<file path="src/rtl/daq_buffer_reader.sv">
// rtl/daq_buffer_reader.sv - wrap-around read sweeper for the DAQ event buffer with a credit-managed skid FIFO stream
module daq_buffer_reader #(
    parameter int ADDR_W     = 15,
    parameter int DATA_W     = 32,
    parameter int RD_LAT     = 2,
    parameter int FIFO_DEPTH = 4
) (
    input  logic              clk,
    input  logic              resetn,
    input  logic              start,
    input  logic [ADDR_W-1:0] base_addr,
    input  logic [15:0]       word_count,
    input  logic              abort,
    output logic [ADDR_W-1:0] addrb,
    input  logic [DATA_W-1:0] doutb,
    output logic [DATA_W-1:0] dout,
    output logic              dout_valid,
    input  logic              dout_ready,
    output logic              dout_last,
    output logic              busy,
    output logic              done
);
    localparam int CNT_W = ADDR_W + 2;
    localparam int PTR_W = (FIFO_DEPTH > 1) ? $clog2(FIFO_DEPTH) : 1;
    localparam int OCC_W = $clog2(FIFO_DEPTH + 1);
    localparam logic [CNT_W-1:0] MAX_CNT = CNT_W'(1) << ADDR_W;

    typedef enum logic [1:0] {S_IDLE, S_READ, S_DRAIN, S_DONE} state_t;

    state_t            state_q, state_d;
    logic [ADDR_W-1:0] addr_q, addr_d;
    logic [ADDR_W-1:0] addrb_q, addrb_d;
    logic [CNT_W-1:0]  rem_q, rem_d;
    logic [CNT_W-1:0]  req_cnt;
    logic [RD_LAT:0]   pipe_v_q, pipe_v_d;
    logic [RD_LAT:0]   pipe_last_q, pipe_last_d;
    logic [DATA_W:0]   mem_q [FIFO_DEPTH];
    logic [PTR_W-1:0]  wr_ptr_q, wr_ptr_d;
    logic [PTR_W-1:0]  rd_ptr_q, rd_ptr_d;
    logic [OCC_W-1:0]  occ_q, occ_d;
    logic              busy_q, busy_d;
    logic              done_q, done_d;
    logic              push, pop, flush, issue, issue_last, can_issue;
    logic [7:0]        in_flight, load;

    function automatic logic [PTR_W-1:0] ptr_inc(input logic [PTR_W-1:0] p);
        return (p == PTR_W'(FIFO_DEPTH - 1)) ? '0 : p + PTR_W'(1);
    endfunction

    assign dout_valid = (occ_q != '0);
    assign dout       = mem_q[rd_ptr_q][DATA_W-1:0];
    assign dout_last  = dout_valid & mem_q[rd_ptr_q][DATA_W];
    assign addrb      = addrb_q;
    assign busy       = busy_q;
    assign done       = done_q;

    always_comb begin
        req_cnt = (CNT_W'(word_count) > MAX_CNT) ? MAX_CNT : CNT_W'(word_count);
        push    = pipe_v_q[RD_LAT];
        pop     = dout_valid & dout_ready;
        flush   = abort && (state_q == S_READ || state_q == S_DRAIN);

        // Pipeline stage 0 is the cycle addrb is presented; stage RD_LAT lines up with doutb.
        in_flight = '0;
        for (int i = 0; i <= RD_LAT; i++) begin
            in_flight = in_flight + 8'(pipe_v_q[i]);
        end
        // A pop this cycle frees a slot, which keeps the stream bubble-free at full rate.
        load      = 8'(occ_q) + in_flight - 8'(pop);
        can_issue = load < 8'(FIFO_DEPTH);

        state_d    = state_q;
        addr_d     = addr_q;
        addrb_d    = addrb_q;
        rem_d      = rem_q;
        issue      = 1'b0;
        issue_last = 1'b0;

        case (state_q)
            S_IDLE: begin
                if (start) begin
                    if (req_cnt == '0) begin
                        state_d = S_DONE;
                    end else begin
                        issue      = 1'b1;
                        addrb_d    = base_addr;
                        addr_d     = base_addr + ADDR_W'(1);
                        rem_d      = req_cnt - CNT_W'(1);
                        issue_last = (req_cnt == CNT_W'(1));
                        state_d    = issue_last ? S_DRAIN : S_READ;
                    end
                end
            end
            S_READ: begin
                if (flush) begin
                    state_d = S_DONE;
                end else if (can_issue) begin
                    issue      = 1'b1;
                    addrb_d    = addr_q;
                    addr_d     = addr_q + ADDR_W'(1);
                    rem_d      = rem_q - CNT_W'(1);
                    issue_last = (rem_q == CNT_W'(1));
                    if (issue_last) begin
                        state_d = S_DRAIN;
                    end
                end
            end
            S_DRAIN: begin
                if (flush) begin
                    state_d = S_DONE;
                end else if (pop && dout_last && in_flight == 8'd0) begin
                    state_d = S_DONE;
                end
            end
            S_DONE: begin
                state_d = S_IDLE;
            end
            default: begin
                state_d = S_IDLE;
            end
        endcase

        pipe_v_d    = {pipe_v_q[RD_LAT-1:0], issue};
        pipe_last_d = {pipe_last_q[RD_LAT-1:0], issue_last};

        wr_ptr_d = wr_ptr_q;
        rd_ptr_d = rd_ptr_q;
        occ_d    = occ_q;
        if (flush) begin
            pipe_v_d = '0;
            wr_ptr_d = '0;
            rd_ptr_d = '0;
            occ_d    = '0;
        end else begin
            if (push) wr_ptr_d = ptr_inc(wr_ptr_q);
            if (pop)  rd_ptr_d = ptr_inc(rd_ptr_q);
            occ_d = occ_q + OCC_W'(push) - OCC_W'(pop);
        end

        busy_d = (state_d == S_READ) || (state_d == S_DRAIN);
        done_d = (state_q == S_DONE);
    end

    always_ff @(posedge clk) begin
        if (!resetn) begin
            state_q     <= S_IDLE;
            addr_q      <= '0;
            addrb_q     <= '0;
            rem_q       <= '0;
            pipe_v_q    <= '0;
            pipe_last_q <= '0;
            wr_ptr_q    <= '0;
            rd_ptr_q    <= '0;
            occ_q       <= '0;
            busy_q      <= 1'b0;
            done_q      <= 1'b0;
        end else begin
            state_q     <= state_d;
            addr_q      <= addr_d;
            addrb_q     <= addrb_d;
            rem_q       <= rem_d;
            pipe_v_q    <= pipe_v_d;
            pipe_last_q <= pipe_last_d;
            wr_ptr_q    <= wr_ptr_d;
            rd_ptr_q    <= rd_ptr_d;
            occ_q       <= occ_d;
            busy_q      <= busy_d;
            done_q      <= done_d;
        end
    end

    // Storage needs no reset: occupancy gates every read of it.
    always_ff @(posedge clk) begin
        if (push && !flush) begin
            mem_q[wr_ptr_q] <= {pipe_last_q[RD_LAT], doutb};
        end
    end
endmodule

</file>
<file path="config.mk">
export PLATFORM = sky130hd
export DESIGN_NAME = daq_buffer_reader
export DESIGN_NICKNAME = d
export VERILOG_FILES = /design/src/rtl/daq_buffer_reader.sv
export SDC_FILE = /design/constraint.sdc
export NUM_CORES = 1
export LEC_CHECK = 0
export ABC_AREA = 1
export CAP_MARGIN = 20
export CORE_UTILIZATION = 35
export CTS_CLUSTER_DIAMETER = 30
export CTS_CLUSTER_SIZE = 30
export DETAILED_ROUTE_END_ITERATION = 7
export PLACE_DENSITY = 0.54
export SLEW_MARGIN = 20
export SYNTH_ARGS = -nofsm -noshare
export SYNTH_HDL_FRONTEND = slang
export SYNTH_SLANG_ARGS = --single-unit
</file>
<file path="constraint.sdc">
create_clock -name clk -period 2.85 [get_ports clk]
set_clock_uncertainty 0.15 [all_clocks]
set_input_delay 0.4275 -clock clk [delete_from_list [all_inputs] [get_ports clk]]
set_output_delay 0.4275 -clock clk [all_outputs]
set_load 0.005 [all_outputs]
</file>
==> results by group, run 1 <==
Outcome
  • Status: finished clean

STA
  • Final-report max-slew violation count: 0
  • Fmax: 359 MHz
  • RSZ-0062 raised after global routing: yes
  • Period utilization: 0.979
  • Final hold violations: 0
  • Slew headroom: 0.634
  • Final setup fails: 0
  • Worst slew pin tran: 0.546 ns
  • Min Hold Slack: 0.269 ns
  • Setup_tns: 0 ns
  • Worst setup margin: 0.0607 ns
  • Post-route minimum period: 2.79 ns

Worst setup path
  • Critical path's top delay family: adder cells
  • Worst Path Arrival: 2.97 ns
  • CP Class: reg -> reg
  • Critical path buffers and inverters: 4
  • CP Data Required Time: 3.03 ns
  • Cell repeated most along the worst path: nor2_2
  • Slowest-stage cell, CP: fa_2
  • Worst setup SP type: flip-flop
  • Crit end category: flip-flop
  • Worst-path fanout max: 22
  • Max incr delay on CP: 0.38 ns
  • Cells along the critical path: fa_2, inv_2, ha_2, inv_1, ha_4, nor2_2, xor2_1, nand4_1, nor2_2, o21ai_4, buf_4, buf_12, o21ai_0, nor2_1

Yosys
  • Flip-flop and latch count after synthesis: 198
  • Syn_nets: 1,076
  • EDFF count, synth: 132
  • Syn Inst Count: 984
  • Count leader, synth: nor2_1
  • Largest area contributor in the synthesized netlist: edfxtp_1
  • Syn Area/Cell: 9.30 um^2
  • Mapped Area: 9150 um^2
  • Ys flop type: edfxtp_1
  • Synth async-reset ratio: 0
  • Area contributors post-synth: edfxtp_1, dfxtp_1, nor2_1
  • Share of the synthesized area in the top cell type: 0.433
  • Syn. warnings: 0
  • Netlist cell types: 41
  • Sequential share of the synthesized area: 0.577
  • Top post-synthesis cells by count: nor2_1, edfxtp_1, o21ai_0, nand2_1, inv_1

Placement
  • Placed cell area: 11,000 um^2
  • Post-place setup slack: -0.231 ns
  • IO Port Bufs: 118
  • GPL Wtd Cong: 0.784
  • Hpwl dp: 14,100 um
  • Placed Cells: 1,432

Power
  • Peak VDD IR: 0.416 mV
  • Overall Power: 11.2 mW
  • Power per standard cell area: 936 nW/um^2
  • Leak: 4.57 nW

Global routing
  • Total gr overflow: 0
  • Gr usage total: 0.165
  • First-pass GRT wire length: 34,300 um
  • Vias in the first global route: 6,651
  • Initial antenna violation count: 0
  • Largest net degree at the start of global routing: 67

Cells and area
  • Util after Layout: 0.471
  • Antenna cell count: 0
  • Non-filler cells in the finished layout: 1,470
  • Net count reported at finish: 1,219
  • P&R area growth vs syn: 30.7%
  • Share of layout cells above drive strength 1: 0.132
  • Final instance area: 12,000 um^2

Routing
  • Wire length per cell: 14.9 um
  • First-iteration detailed-routing DRC count: 377
  • DRC: 0
  • Via Count: 7,151
  • Final wirelength: 21,900 um
  • First drt pass iteration count: 5
  • DR vias/cell: 4.86
  • Antenna Nets Post-Route: 0

Floorplanning
  • Die height: 164 um
  • Die X: 164 um
  • Core Box Area: 25,400 um^2
  • Initial core utilization: 0.360
  • Std cell rows: 58
  • Io pins: 119
  • DIE AREA: 26,800 um^2

Worst hold path
  • Hold WC Path Type: reg -> reg

Clock tree
  • Sink Count: 198
  • TritonCTS clock tree: built
  • Clk Latency, worst-skew pair: 0.45 ns
  • Clk buf depth: 2
  • Reg clk slew, reported paths: 0.08 ns
  • CTS root buf: clkbuf_16
  • Inserted Clock Buffers: 17
  • H-tree level count: 4

Flow run
  • Max Cap Violations: 0
## worst register-to-register path, cell delays in order, from the launching register on
cell	delay (ns)
dfxtp_2	0.34
fa_2	0.38
inv_2	0.07
ha_2	0.17
inv_1	0.06
ha_4	0.22
nor2_2	0.11
xor2_1	0.21
nand4_1	0.17
nor2_2	0.18
o21ai_4	0.10
buf_4	0.16
buf_12	0.14
o21ai_0	0.17
nor2_1	0.06
## flip-flops by register name (all words and copies together) (netlist names), named ones only
name	count
addr_q	15
addrb	15
busy	1
done	1
mem_q	132
occ_q	3
pipe_last_q	3
pipe_v_q	3
rd_ptr_q	2
rem_q	17
state_q	2
wr_ptr_q	2
## layout make-up
class / count / area (um^2)
fill: 2435 / 13400
sequential: 198 / 5290
multi-input combinational: 647 / 3520
timing repair buffer: 167 / 1730
clock buffer: 17 / 425
tap: 330 / 413
inverter: 96 / 365
clock inverter: 15 / 221
## worst paths after layout
path	slack, ns	depth (start not counted)	to	startpoint
max reg2reg	0.06	14	addrb[4]	pipe_v_q[2]
min	0.27	2	pipe_last_q[2]	pipe_last_q[1]
max	0.06	14	addrb[4]	pipe_v_q[2]
min reg2reg	0.27	2	pipe_last_q[2]	pipe_last_q[1]
## timing repair
action / in CTS / in global routing
buffers inserted: 0 / 2
pin swaps: 0 / 14
cloned: 0 / 4
hold buffers: 0 / 0
endpoints found under the setup margin: 2 / 47
resized for setup: 2 / 83
## routing by layer
metal | wire (um) | part of all wire | GRT usage
met1 | 10400 | 0.48 | 0.225
met2 | 10300 | 0.47 | 0.270
met3 | 937 | 0.043 | 0.0348
met4 | 180 | 0.0082 | 0.0383
met5 | 0 | 0 | 0
## report_power, final
group          internal (mW)  total, mW  switching [mW]
Clock                   1.24       2.53            1.29
Sequential              3.41       3.64           0.234
Combinational           2.28       5.02            2.75
## cell usage in the layout (no fill, tap or decap), types with 8 or more instances in the layout
cell and n:
buf_4 34, nand4_1 13, nor2_2 12, o21ai_2 9, ha_1 18, o21ai_0 106
a21oi_1 34, clkdlybuf4s50_1 118, nor2_1 163, o22ai_1 33, buf_12 9, nand2_1 117
dfxtp_1 63, o21ai_1 32, inv_1 88, nand3_1 35, xor2_1 15, clkbuf_16 20
nor2_4 8, edfxtp_1 132
## kinds of logic after synthesis
logic type,share of synthesized area
fa+ha+maj,0.0344
compound gates,0.139
xor+xnor,0.0191
flops,0.577
buf+inv,0.0618
mux,0.00219
simple gates,0.166
Power figures use the tool's default switching activity.
==> run 2: changes to the inputs <==
- ABC_AREA: 1 -> unset
- ABC_CLOCK_PERIOD_IN_PS: unset -> 2850
- CAP_MARGIN: 20 -> unset
==> run 2 against run 1 <==
The run now ends with negative setup slack left. Utilization is 1.9 points higher. Flip-flop and latch count stayed put. Global-route usage is 0.84 points higher. Non-clock buffer count is 56 higher. Critical path depth is 3 lower. Fmax is 19% lower. Combinational power is 12% lower. Synthesized cell count is 25% lower. Routed wire length is 1.7% higher. Clock power is 6% lower. Register-to-register slack worse by 0.66 ns. Critical endpoint is now addr_q[2]. Highest routed layer unchanged.
==> results by group, run 2 <==
Outcome
  • Status: finished with violations
  • Violated checks: negative setup slack

Yosys
  • Largest area contributor in the synthesized netlist: edfxtp_1
  • Syn_nets: 826
  • Netlist cell types: 73
  • Syn Area/Cell: 12.3 um^2
  • Synth async-reset ratio: 0
  • Count leader, synth: edfxtp_1
  • Syn. warnings: 0
  • Share of the synthesized area in the top cell type: 0.437
  • Sequential share of the synthesized area: 0.583
  • Area contributors post-synth: edfxtp_1, dfxtp_1, mux4_2
  • Flip-flop and latch count after synthesis: 198
  • Syn Inst Count: 734
  • Ys flop type: edfxtp_1
  • Top post-synthesis cells by count: edfxtp_1, dfxtp_1, nand2_1, nor2_1, a21oi_1
  • Mapped Area: 9060 um^2
  • EDFF count, synth: 132

Routing
  • DRC: 0
  • Uppermost layer routed: met4
  • First-iteration detailed-routing DRC count: 403
  • DR vias/cell: 5.27
  • First drt pass iteration count: 5
  • Antenna Nets Post-Route: 0
  • Final wirelength: 22,300 um
  • Routed wl met2: 10,800 um
  • WL met3: 1070 um
  • Wire length per cell: 17.4 um
  • WL met1: 10,200 um
  • Via Count: 6,736

Worst setup path
  • Crit end category: flip-flop
  • Cells along the critical path: fa_2, inv_2, ha_4, inv_2, ha_4, and3b_1, or4b_4, o221a_4, or2_4, or4b_4, a31oi_1
  • Reg2reg path depth: 11
  • Levels on crit path: 11
  • Slowest-stage cell, CP: fa_2
  • Critical path buffers and inverters: 2
  • Worst Path Arrival: 3.65 ns
  • Max incr delay on CP: 0.58 ns
  • Worst setup SP type: flip-flop
  • Critical path's top delay family: simple AND/OR/NAND/NOR gates
  • CP Data Required Time: 3.05 ns
  • CP Class: reg -> reg
  • Worst-path fanout max: 5

Cells and area
  • Leading cell type in the layout, fill and taps excluded: edfxtp_1
  • Share of layout cells above drive strength 1: 0.225
  • Commonest cells after routing, fill and taps aside: edfxtp_1, clkdlybuf4s50_1, buf_4
  • Antenna cell count: 0
  • Net count reported at finish: 1,026
  • P&R area growth vs syn: 36.6%
  • Max reg flops: 132
  • Largest Register: mem_q
  • Largest regs: mem_q (132), rem_q (17)

Placement
  • IO Port Bufs: 118
  • GPL Wtd Cong: 0.863
  • Hpwl dp: 14,600 um
  • Post-place setup slack: -0.794 ns

Power
  • Peak VDD IR: 0.377 mV
  • Overall Power: 10.5 mW
  • Leak: 4.36 nW
  • Power per standard cell area: 847 nW/um^2

Flow run
  • Max Cap Violations: 0

Floorplanning
  • Initial core utilization: 0.359
  • Die X: 163 um
  • Core Box Area: 25,300 um^2
  • Die height: 163 um
  • Std cell rows: 58
  • Io pins: 119
  • DIE AREA: 26,500 um^2

Clock tree
  • TritonCTS clock tree: built
  • Clk buf depth: 2
  • Sink Count: 198
  • H-tree level count: 4
  • Clk Latency, worst-skew pair: 0.42 ns
  • Reg clk slew, reported paths: 0.08 ns
  • CTS root buf: clkbuf_16
  • Inserted Clock Buffers: 17

STA
  • Final-report max-slew violation count: 0
  • Worst slew pin tran: 0.561 ns
  • Slew headroom: 0.625
  • Period utilization: 1.21
  • Final hold violations: 0
  • Final setup fails: 51
  • RSZ-0062 raised after global routing: yes
  • Setup_tns: -24.27 ns
  • Worst setup margin: -0.597 ns
  • Min Hold Slack: 0.285 ns
  • Post-route minimum period: 3.45 ns
  • Fmax: 290 MHz

Global routing
  • Total gr overflow: 0
  • Vias in the first global route: 6,669
  • Initial antenna violation count: 0
  • First-pass GRT wire length: 35,700 um
  • Largest net degree at the start of global routing: 51
  • Gr usage total: 0.174

Worst hold path
  • Hold path cells: 1
  • Hold WC Path Type: reg -> reg
## run 2: cell type report
cell class,count,area [um^2]
flip-flops and latches,198,5290
well taps,330,413
inverters,30,113
clock buffers,18,429
repair buffers,223,2290
multi-input cells,464,3660
fillers,2246,12900
clock inverters,14,173
## run 2: worst paths after layout
kind                        from             end  slack (ns)
setup / recovery     pipe_v_q[0]       addr_q[2]       -0.60
hold reg to reg   pipe_last_q[0]  pipe_last_q[1]        0.28
setup reg to reg     pipe_v_q[0]       addr_q[2]       -0.60
hold / removal    pipe_last_q[0]  pipe_last_q[1]        0.28
## run 2: cells by family (layout without fill, tap and decap cells)
kind of cell | after synthesis | after routing | synth area share
AND/OR/NAND/NOR | 218 | 219 | 0.122
flip-flops | 198 | 198 | 0.583
adder cells (fa/ha/maj) | 24 | 24 | 0.0348
buffers and inverters | 73 | 285 | 0.0324
AO/OA/AOI/OAI | 166 | 166 | 0.121
XOR/XNOR | 7 | 7 | 0.00677
multiplexers | 48 | 48 | 0.0993
## run 2: routing by layer
metal / vias to the layer above / GRT usage
met4: 0 / 0.0361
met5: - / 0
met3: 18 / 0.0334
li1: 3233 / -
met1: 3303 / 0.237
met2: 182 / 0.287
## run 2: stage by stage
step | std cells | utilization | area [um^2]
floorplan | 734 | - | 9160
global placement | 1226 | 0.447 | 11300
detailed placement | 1226 | 0.447 | 11300
CTS | 1277 | 0.489 | 12400
global route | 1277 | 0.490 | 12400
finish | 1277 | 0.490 | 12400
## run 2: what timing repair did
| action | in CTS | in global routing |
|---|---|---|
| hold buffers | 0 | 0 |
| gates cloned | 7 | 0 |
| gates resized for setup | 42 | 9 |
| endpoints found under the setup margin | 51 | 71 |
| pin swaps | 34 | 5 |
| setup buffers | 12 | 0 |
## run 2: power breakdown
part | total, mW | internal [mW] | switching [mW]
Sequential | 3.69 | 3.40 | 0.283
Combinational | 4.40 | 2.41 | 1.99
Clock | 2.39 | 1.19 | 1.20
